==> src/rtl/round_sequencer_pkg.sv <==
// round_sequencer_pkg: shared state type, widths and LFSR taps for the number game
package round_sequencer_pkg;
  typedef enum logic [1:0] {IDLE, LOAD, RUN, DONE} state_t;
  localparam int NUM_W = 8;
  localparam int TIME_W = 5;
  localparam int LEVEL_W = 8;
  localparam logic [NUM_W-1:0] LFSR_TAPS = 8'hB8;
endpackage

==> src/rtl/round_sequencer_lfsr8.sv <==
// lfsr8: free-running 8-bit Fibonacci LFSR, taps 8,6,5,4, never reaches zero from a non-zero seed
module lfsr8
  import round_sequencer_pkg::*;
#(
  parameter logic [NUM_W-1:0] SEED = 8'hA5
) (
  input  logic             clk,
  input  logic             rst,
  output logic [NUM_W-1:0] q
);
  always_ff @(posedge clk)
    if (rst) q <= SEED;
    else q <= {q[NUM_W-2:0], ^(q & LFSR_TAPS)};
endmodule

==> src/rtl/round_sequencer.sv <==
// round_sequencer: per-round target draw, level-scaled countdown and guess/timeout resolution
module round_sequencer
  import round_sequencer_pkg::*;
#(
  parameter int TICK_DIV = 50_000_000,
  parameter int BASE_TIME = 30,
  parameter int MIN_TIME = 3,
  parameter logic [NUM_W-1:0] LFSR_SEED = 8'hA5
) (
  input  logic               clk,
  input  logic               rst,
  input  logic               start_i,
  input  logic [LEVEL_W-1:0] level_i,
  input  logic               guess_b,
  input  logic [NUM_W-1:0]   sw_i,
  output logic [NUM_W-1:0]   target_o,
  output logic [TIME_W-1:0]  time_left_o,
  output logic               busy_o,
  output logic               cmp_r,
  output logic               end_f,
  output logic               done_o
);
  localparam int PW = $clog2(TICK_DIV);
  state_t state, state_n;
  logic [PW-1:0] presc;
  logic [NUM_W-1:0] lfsr;
  logic guess_q, guess_edge, tick, last_tick;
  logic [9:0] lvl2, t_full;
  logic [TIME_W-1:0] round_t;
  lfsr8 #(.SEED(LFSR_SEED)) u_lfsr (.clk(clk), .rst(rst), .q(lfsr));
  assign guess_edge = guess_b & ~guess_q;
  assign tick = presc == PW'(TICK_DIV - 1);
  assign last_tick = tick && time_left_o == TIME_W'(1);
  // Round time saturates at MIN_TIME once 2*level eats the whole margin
  assign lvl2 = {1'b0, level_i, 1'b0};
  assign t_full = lvl2 >= 10'(BASE_TIME - MIN_TIME) ? 10'(MIN_TIME) : 10'(BASE_TIME) - lvl2;
  assign round_t = t_full[TIME_W-1:0];
  always_comb begin
    state_n = state;
    unique case (state)
      IDLE: state_n = start_i ? LOAD : IDLE;
      LOAD: state_n = RUN;
      RUN:  state_n = (guess_edge || last_tick) ? DONE : RUN;
      DONE: state_n = IDLE;
      default: state_n = IDLE;
    endcase
  end
  always_ff @(posedge clk) begin
    if (rst) begin
      state <= IDLE;
      presc <= '0;
      guess_q <= 1'b0;
      target_o <= '0;
      time_left_o <= '0;
      busy_o <= 1'b0;
      cmp_r <= 1'b0;
      end_f <= 1'b0;
      done_o <= 1'b0;
    end else begin
      state <= state_n;
      guess_q <= guess_b;
      busy_o <= state_n == LOAD || state_n == RUN;
      done_o <= state_n == DONE;
      presc <= (state == RUN && !tick) ? presc + 1'b1 : '0;
      if (state == IDLE && start_i) begin
        cmp_r <= 1'b0;
        end_f <= 1'b0;
      end
      if (state == LOAD) begin
        target_o <= lfsr;
        time_left_o <= round_t;
      end
      // A guess edge takes priority over a coincident final tick
      if (state == RUN) begin
        if (guess_edge) begin
          cmp_r <= sw_i == target_o;
          end_f <= 1'b0;
        end else if (tick) begin
          time_left_o <= time_left_o - 1'b1;
          if (last_tick) begin
            end_f <= 1'b1;
            cmp_r <= 1'b0;
          end
        end
      end
    end
  end
endmodule

==> config.mk <==
export PLATFORM = sky130hd
export DESIGN_NAME = round_sequencer
export DESIGN_NICKNAME = d
export VERILOG_FILES = /design/src/rtl/round_sequencer_pkg.sv /design/src/rtl/round_sequencer_lfsr8.sv /design/src/rtl/round_sequencer.sv
export SDC_FILE = /design/constraint.sdc
export NUM_CORES = 1
export LEC_CHECK = 0
export ABC_CLOCK_PERIOD_IN_PS = 1700
export CAP_MARGIN = 0
export CORE_MARGIN = 2
export CORE_UTILIZATION = 30
export DETAILED_ROUTE_END_ITERATION = 8
export RECOVER_POWER = 100
export SLEW_MARGIN = 15
export SYNTH_ARGS = -nofsm -noshare
export SYNTH_HDL_FRONTEND = slang
export SYNTH_HIERARCHICAL = 1
export SYNTH_SLANG_ARGS = --single-unit
==> constraint.sdc <==
create_clock -name clk -period 1.7 [get_ports clk]
set_clock_uncertainty 0.1 [all_clocks]
set_input_delay 0.17 -clock clk [delete_from_list [all_inputs] [get_ports clk]]
set_output_delay 0.17 -clock clk [all_outputs]
set_load 0.01 [all_outputs]
=== Word level (Yosys, flattened, before mapping) ===
Index checks and enable logic that the tools add are counted.

* Register bits after elaboration: 54
* Bits of input ports: 20
* Output and inout port bits: 17

* $add $sub $neg: 3
* Order comparisons: 1
* Equality and inequality tests: 9
* Multiplexer cells: 18
* Bitwise operators: 3
* Reductions and logical operators: 9

{| class="wikitable"
|+ Operator list
! operator !! number
|-
| adder 26 x 1 -> 26 bit, second input constant || 1
|-
| equality test 26 bit, second input constant || 1
|-
| two-way mux 5 bit || 5
|-
| two-way mux 1 bit || 12
|-
| >= comparator 9 x 5 -> 1 bit, second input constant || 1
|-
| equality test 2 bit, second input constant || 4
|-
| equality test 8 bit || 1
|-
| case mux 2 bit (4 select lines) || 1
|-
| XOR reduction 8 bit || 1
|-
| equality test 5 x 1 -> 1 bit, second input constant || 1
|-
| subtractor 5 x 1 -> 5 bit, second input constant || 1
|-
| subtractor 5 bit, first input constant || 1
|-
| equality test 2 x 1 -> 1 bit, second input constant || 2
|-
| logical AND 1 bit || 3
|-
| zero test 2 bit || 1
|-
| logical OR 1 bit || 2
|-
| NOT 1 bit || 2
|-
| OR reduction 2 bit || 1
|-
| bitwise AND 1 bit || 1
|-
| zero test 1 bit || 1
|}

=== Longest topological paths before layout ===
Gate-level depths: netlist (run 1).

* Depth in word-level cells: 7
* Mapped depth: 8
* Mapped depth without buffers: 8

=== Cells and area by module ===
Netlist (run 1), hierarchy kept.

{| class="wikitable"
|+ Modules (own cells, without submodules)
! module !! instances !! cells an instance !! area an instance (µm²) !! seq. area each (µm²)
|-
| round_sequencer || 1 || 253 || 2329.7 || 920.9
|-
| lfsr8 || 1 || 19 || 236.5 || 160.2
|}

=== Worst setup path after synthesis (run 1) ===
Ideal clock, no wire load.

* Path kind: register -> register
* Start: register presc[0]
* End: register busy_o
* Library setup time: 0.128 ns
* Arrival: 1.655 ns
* Setup slack: -0.183 ns
* Stages on the path, launching flop included: 9
* Period minus slack after synthesis: 1.883 ns
* Cells stage by stage: dfxtp_1 -> ha_1 -> and3_1 -> buf_6 -> and4_1 -> nand3_1 -> a21oi_1 -> ha_1 -> nor2b_1

* Cells in the longest elaborated chain, start to end: 7
* Elaborated cells on any way between the ends: 8

{| class="wikitable"
|+ Ends and longest elaborated chain
! element !! line !! RTL
|-
| start, declared || round_sequencer.sv:25 || <nowiki>logic [PW-1:0] presc;</nowiki>
|-
| start signal, assigned || round_sequencer.sv:64 || <nowiki>presc <= (state == RUN && !tick) ? presc + 1'b1 : '0;</nowiki>
|-
| equality test 26 bit (*) || round_sequencer.sv:32 || <nowiki>assign tick = presc == PW'(TICK_DIV - 1);</nowiki>
|-
| logical AND 1 bit (*) || round_sequencer.sv:33 || <nowiki>assign last_tick = tick && time_left_o == TIME_W'(1);</nowiki>
|-
| logical OR 1 bit (*) || round_sequencer.sv:43 || <nowiki>RUN: state_n = (guess_edge || last_tick) ? DONE : RUN;</nowiki>
|-
| two-way mux 1 bit (*) || round_sequencer.sv:43 ||
|-
| case mux 2 bit (4 select lines) (*) || round_sequencer.sv:40 || <nowiki>unique case (state)</nowiki>
|-
| equality test 2 x 1 -> 1 bit / equality test 2 bit (equally long branches) || round_sequencer.sv:62 || <nowiki>busy_o <= state_n == LOAD || state_n == RUN;</nowiki>
|-
| logical OR 1 bit (*) || round_sequencer.sv:62 ||
|-
| end signal, assigned || round_sequencer.sv:55 || <nowiki>busy_o <= 1'b0;</nowiki>
|-
| end signal, assigned || round_sequencer.sv:62 ||
|-
| end, declared || round_sequencer.sv:18 || <nowiki>output logic busy_o,</nowiki>
|}

Mark *: on every way between the ends. The rest lies on a longest branch, timed or not.
A chain may end at the register's enable or synchronous reset.

=== Final worst setup path (run 1) ===
* Start: register presc[9]
* End: register presc[17]

* Cells in the longest elaborated chain, start to end: 5
* Elaborated cells on any way between the ends: 6

{| class="wikitable"
|+ Ends and longest elaborated chain
! element
|-
| branches (longest 5 deep; another with adder 26 x 1 -> 26 bit)
|}

Parallel ways; which one is timed is not known.

==> reports/results.md, run 1 <==
- **WL final** 6.05 mm
- **status** finished, violations left
- **Starting DRT DRC Count** 91
- **worst relative slew slack** 0.749
- **total CTS buffers** 5
- **pin count of the biggest net entering global routing** 25
- **crit path max fanout** 6
- **slew of the pin with the lowest slew margin** 0.375 ns
- **data arrival time of the critical path** 1.95 ns
- **ordered list of cells on the worst path** and4_2 -> nand2_1 -> or4_1 -> a21oi_1
- **leakage power total** 0.00147 uW
- **quantity of I/O buffers inserted on ports** 36
- **Ys Warns** 6
- **count of maximum capacitance violations** 0
- **remaining number of nets flagged by the antenna check after routing** 0
- **number of different library cells in the post-synthesis netlist** 43
- **ratio of cells with drive above 1 in the final layout** 0.285
- **number of storage elements in the synthesis netlist** 54
- **area enclosed by the die boundary** 0.00931 sq mm
- **mean instance size in the synthesized netlist** 9.43 sq um
- **worst hold-check slack** 0.340 ns
- **fraction of registers with async set or reset after synthesis** 0
- **diode count** 0
- **gate count of the mapped netlist** 272
- **Std-Cell Core Area** 0.00826 sq mm
- **post-route setup slack** -0.0915 ns
- **Power per Cell Area** 789 mW/mm^2
- **required time reported for the critical path endpoint** 1.86 ns
- **CP bufs+invs** 0
- **hold bufs inserted after CTS** 0
- **# DRC** 0
- **number of setup violations in the final report** 12
- **cell with the largest stage delay on the worst path** sky130_fd_sc_hd__or4_1
- **overflow left after global routing** 0
- **most frequently used flop master after synthesis** sky130_fd_sc_hd__dfxtp_1
- **share of the yosys chip area belonging to registers** 0.421
- **syn nets** 300
- **Net count, final** 395
- **number of placed I/O pins** 37
- **average wire length per cell after detail routing** 12.8 um
- **violations in the final reports** setup timing
- **commonest non-fill, non-tap cells in the layout** sky130_fd_sc_hd__dfxtp_1 (50), sky130_fd_sc_hd__buf_4 (50), sky130_fd_sc_hd__nor2_1 (25), sky130_fd_sc_hd__clkdlybuf4s50_1 (18)
- **Reg area** 0.00109 sq mm
- **RSZ-0062 raised after global routing** true
- **critical path start-end classification** reg2reg
- **clock tree from TritonCTS** built
- **overall fraction of global-route tracks in use** 0.135
- **die width** 96.5 um
- **setup TNS** -0.685 ns
- **clock sink count** 54
- **antenna violations before repair** 0
- **Peak Freq** 558 MHz
- **Clk pin slew, worst setup/hold paths** 0.12 ns
- **final weighted congestion of routability-driven global placement** 0.767
- **via count normalized by instance count** 4.92
- **final HPWL from detailed placement** 4.47 mm
- **Slew Viols, Final** 0
- **post-route core utilization** 0.449
- **Pre-antenna DRT Iters** 4
- **number of enable-type register cells in the synthesized netlist** 0
- **first-pass GRT wire length** 10.0 mm
- **kind of cell adding the most delay to the critical path** simple AND/OR/NAND/NOR gates
- **Clk Latency, worst-skew pair** 0.32 ns
- **total power consumption of the routed design** 2930 uW
- **worst hold-check path type** in2reg
- **clk buf depth** 2
- **via count** 2,327
- **Critical Path Start Type** flop
- **Row Count** 33
- **worst slack at placement** -0.394 ns
- **chip height** 96.5 um
- **Final Critical Period** 1.79 ns
- **vias in the first global route** 2,220
- **starting utilization of the core area** 0.311
- **post-synthesis instance area** 0.00257 sq mm
- **Filler Cells Inserted** 799
- **H-Tree Level Count** 2
- **delay of the slowest cell on the worst path** 0.54 ns
- **Final Hold Fails** 0
- **Layout Area Growth over Synthesis** 44.5%
- **final critical-path share of the clock period** 1.05
- **area of the multi-input gates** 0.00151 sq mm
- **Worst Setup End Kind** flop
- **clock tree root driver cell** sky130_fd_sc_hd__clkbuf_8
- **Max IR drop VDD** 0.400 mV
==> layer usage <==
layer | part of all wire | track usage | vias up
met4 | 0.0089 | 0.0282 | 0
met1 | 0.47 | 0.176 | 1112
met2 | 0.49 | 0.236 | 38
li1 | - | - | 1172
met3 | 0.031 | 0.0209 | 5
met5 | 0 | 0 | -
==> state kept, by name (all words and copies together), names as in the netlist <==
| register | flops |
|---|---|
| done_o | 1 |
| presc | 26 |
| target_o | 8 |
| end_f | 1 |
| state | 2 |
| time_left_o | 5 |
| u_lfsr/q | 8 |
| guess_q | 1 |
| cmp_r | 1 |
| busy_o | 1 |
==> per-stage QoR <==
stage,area [sq um],cells
after global placement,3500,462
after floorplan,2620,272
after global routing,3710,473
after detailed placement,3500,462
final,3710,473
after CTS,3680,473
==> power breakdown <==
group / switching [uW] / internal [uW] / leakage [uW] / total [uW]
combinational: 338 / 397 / 0.000978 / 735
sequential: 56.1 / 1360 / 0.000442 / 1410
clock: 472 / 307 / 0.0000502 / 779
total: 866 / 2060 / 0.00147 / 2930
==> path summary, 6_finish.rpt <==
| path | from | to | cells after the start | slack, ns |
|---|---|---|---|---|
| setup / recovery | presc[9]$_SDFF_PP0_ | presc[17]$_SDFF_PP0_ | 4 | -0.09 |
| hold / removal | level_i[4] | time_left_o[4]$_SDFF_PP0_ | 6 | 0.34 |
| setup reg to reg | presc[9]$_SDFF_PP0_ | presc[17]$_SDFF_PP0_ | 4 | -0.09 |
| hold reg to reg | u_lfsr/q[6]$_SDFF_PP0_ | u_lfsr/q[7]$_SDFF_PP1_ | 1 | 0.35 |
==> kinds of logic after synthesis <==
group / Yosys count / synth area share
and+or+nand+nor: 116 / 0.268
DFF: 54 / 0.421
AOI/OAI and AO/OA: 37 / 0.0941
xor gates and xnor gates: 26 / 0.0887
buffers and inverters: 19 / 0.0410
muxes: 12 / 0.0478
adders and majority gates: 8 / 0.0390
==> cell usage after synthesis (all sizes together) (10+ instances only) <==
master | count | share of area
mux2i | 10 | 0.039
xnor2 | 12 | 0.041
nand2 | 14 | 0.020
nor2b | 11 | 0.027
xor2 | 14 | 0.048
dfxtp | 54 | 0.42
nor2 | 25 | 0.037
a21oi | 13 | 0.025
nand4 | 14 | 0.040
==> cell type report <==
type	count	share of cell area
Multi-Input combinational cell	200	0.406
Sequential cell	54	0.293
Timing Repair Buffer	97	0.230
Tap cell	105	0.0354
Clock buffer	5	0.0186
Inverter	9	0.00911
Clock inverter	3	0.00776
==> what timing repair did <==
item / 4_1_cts / 5_1_grt
pin swaps: 7 / 8
setup buffers: 2 / 0
setup endpoints to repair: 27 / 36
gates cloned: 1 / 0
gates resized for setup: 16 / 13
==> worst min-delay path, delay by kind of cell <==
family | cells | cell delay [ns]
multiplexers | 1 | 0.07
AND/OR/NAND/NOR | 2 | 0.17
AO/OA/AOI/OAI | 1 | 0.14
buffers and inverters | 2 | 0.18
No activity file was read; power rests on OpenSTA's default activity.
==> run 2, diff against run 1 <==
- REMOVE_ABC_BUFFERS: not set -> 1
==> run 2 against run 1 <==
The run still ends with setup timing left. Sequential power barely moved. Core utilization fell by 0.35 points. Die area unchanged. Total power down 0.74%. Cell count decreased by 0.21%. Setup slack lost 0.038 ns. Largest power group unchanged.
==> reports/results.md, run 2 (same netlist as run 1, synthesis figures left out) <==
- **overall fraction of global-route tracks in use** 0.137
- **first-pass GRT wire length** 10.1 mm
- **area enclosed by the die boundary** 0.00931 sq mm
- **Worst Setup End Kind** flop
- **clock tree from TritonCTS** built
- **launching point of the worst reg2reg path** presc[18]$_SDFF_PP0_
- **clock sink count** 54
- **Starting DRT DRC Count** 52
- **Regs by FF count** presc (26), target_o (8), u_lfsr/q (8)
- **Clk pin slew, worst setup/hold paths** 0.11 ns
- **ordered list of cells on the worst path** clkdlybuf4s50_1 -> or4_4 -> a311oi_1 -> a221oi_1 -> mux2_4
- **worst relative slew slack** 0.712
- **worst hold-check path type** reg2reg
- **Net count, final** 394
- **number of setup violations in the final report** 29
- **Slew Viols, Final** 0
- **violations in the final reports** setup timing
- **overflow left after global routing** 0
- **Final Critical Period** 1.83 ns
- **Power per Cell Area** 790 mW/mm^2
- **vias in the first global route** 2,219
- **Hold Path Origin** u_lfsr/q[1]$_SDFF_PP0_
- **die width** 96.5 um
- **switching power share of the total** 0.293
- **final instance area** 0.00368 sq mm
- **leading cell type in the layout, fill and taps excluded** sky130_fd_sc_hd__buf_4
- **Internal** 2050 uW
- **commonest non-fill, non-tap cells in the layout** sky130_fd_sc_hd__buf_4 (49), sky130_fd_sc_hd__dfxtp_1 (46), sky130_fd_sc_hd__nor2_1 (23), sky130_fd_sc_hd__clkdlybuf4s50_1 (22), sky130_fd_sc_hd__xor2_1 (14)
- **Row Count** 33
- **WL final** 6.00 mm
- **status** finished, violations left
- **H-Tree Level Count** 2
- **remaining number of nets flagged by the antenna check after routing** 0
- **cell with the largest stage delay on the worst path** sky130_fd_sc_hd__or4_4
- **Largest register FFs** 26
- **Critical Path Start** level_i[4]
- **total CTS buffers** 5
- **# DRC** 0
- **crit path max fanout** 2
- **number of placed I/O pins** 37
- **Peak Freq** 547 MHz
- **count of maximum capacitance violations** 0
- **slew of the pin with the lowest slew margin** 0.432 ns
- **Pre-antenna DRT Iters** 5
- **pin count of the biggest net entering global routing** 27
- **clock tree root driver cell** sky130_fd_sc_hd__clkbuf_8
- **hold bufs inserted after CTS** 0
- **via count** 2,313
- **final HPWL from detailed placement** 4.18 mm
- **leakage power total** 0.00144 uW
- **kind of cell adding the most delay to the critical path** simple AND/OR/NAND/NOR gates
- **r2r setup slk** -0.11 ns
- **CP bufs+invs** 1
- **data arrival time of the critical path** 1.94 ns
- **clk buf depth** 2
- **delay of the slowest cell on the worst path** 0.54 ns
- **average wire length per cell after detail routing** 12.7 um
- **antenna violations before repair** 0
- **ratio of cells with drive above 1 in the final layout** 0.294
- **chip height** 96.5 um
- **Cell Area, Placed** 0.00342 sq mm
- **Gate power share** 0.249
- **switching power of the nets** 852 uW
- **top register by number of flip-flops** presc
- **final weighted congestion of routability-driven global placement** 0.819
- **post-route setup slack** -0.129 ns
- **Std-Cell Core Area** 0.00826 sq mm
- **final critical-path share of the clock period** 1.08
- **number of standard cells in the layout, taps in and fillers out** 472
- **Layout Area Growth over Synthesis** 43.3%
- **Clk Latency, worst-skew pair** 0.31 ns
- **via count normalized by instance count** 4.90
- **Critical Path Start Type** primary input
- **critical path start-end classification** in2reg
- **Max IR drop VDD** 0.405 mV
- **diode count** 0
- **RSZ-0062 raised after global routing** true
- **quantity of I/O buffers inserted on ports** 36
- **number of instances in the placed design** 457
- **starting utilization of the core area** 0.311
- **sequential group share of total power** 0.486
- **clock network fraction of total power** 0.265
- **Final Hold Fails** 0
- **required time reported for the critical path endpoint** 1.81 ns
run 2: cell count changes in the layout (fill, tap and decap cells not counted), moves of 3 or more:
cell / change
sky130_fd_sc_hd__dlymetal6s2s_1: -4
sky130_fd_sc_hd__dfxtp_1: -4
sky130_fd_sc_hd__clkdlybuf4s50_1: +4
sky130_fd_sc_hd__dfxtp_2: +4
sky130_fd_sc_hd__clkbuf_1: +3
run 2: metrics by stage:
step	hold WS, ns	setup TNS, ns	utilization	setup WS [ns]	total power, uW
floorplan	0.142	-7.52	-	-0.271	1820
global placement	0.321	-2.43	0.414	-0.345	2160
detailed placement	0.329	-3.20	0.414	-0.347	2160
CTS	0.358	-0.439	0.446	-0.121	2970
global route	0.371	-3.75	0.445	-0.174	3090
finish	0.353	-0.839	0.445	-0.129	2900
run 2: power by group through the flow:
stage | registers [uW] | logic (uW) | clock network [uW]
2_1_floorplan | 1460 | 360 | 0
3_3_place_gp | 1440 | 720 | 0
3_5_place_dp | 1440 | 724 | 0
4_1_cts | 1420 | 758 | 801
5_1_grt | 1420 | 810 | 851
6_report | 1410 | 724 | 769
run 2: final cells by class:
class | count | area (sq um)
clock buffers | 5 | 68.8
clock inverters | 3 | 26.3
fillers | 800 | 4580
inverters | 9 | 33.8
multi-input cells | 200 | 1510
flip-flops and latches | 54 | 1090
well taps | 105 | 131
repair buffers | 96 | 813
run 2: worst paths after layout:
kind	to	depth (start not counted)
hold reg to reg	u_lfsr/q[2]$_SDFF_PP1_	1
setup reg to reg	time_left_o[1]$_SDFF_PP0_	4
hold / removal	u_lfsr/q[2]$_SDFF_PP1_	1
setup / recovery	time_left_o[1]$_SDFF_PP0_	5
run 2: repair_timing:
item	4_1_cts	5_1_grt
gates cloned	1	0
pin swaps	9	5
gates resized for setup	37	8
endpoints found under the setup margin	31	34
buffers inserted	5	1
run 2: layer usage:
metal,track usage,vias up,share of wire
met2,0.223,44,0.49
met4,0.0317,0,0.0085
li1,-,1168,-
met3,0.0357,4,0.037
met5,0,-,0
met1,0.181,1097,0.47
==> run 3, diff against run 2 <==
- ABC_CLOCK_PERIOD_IN_PS: 1700 -> not set
==> results of run 3 <==
Same layout as run 2: the final DEF is identical, and so are final timing and power.
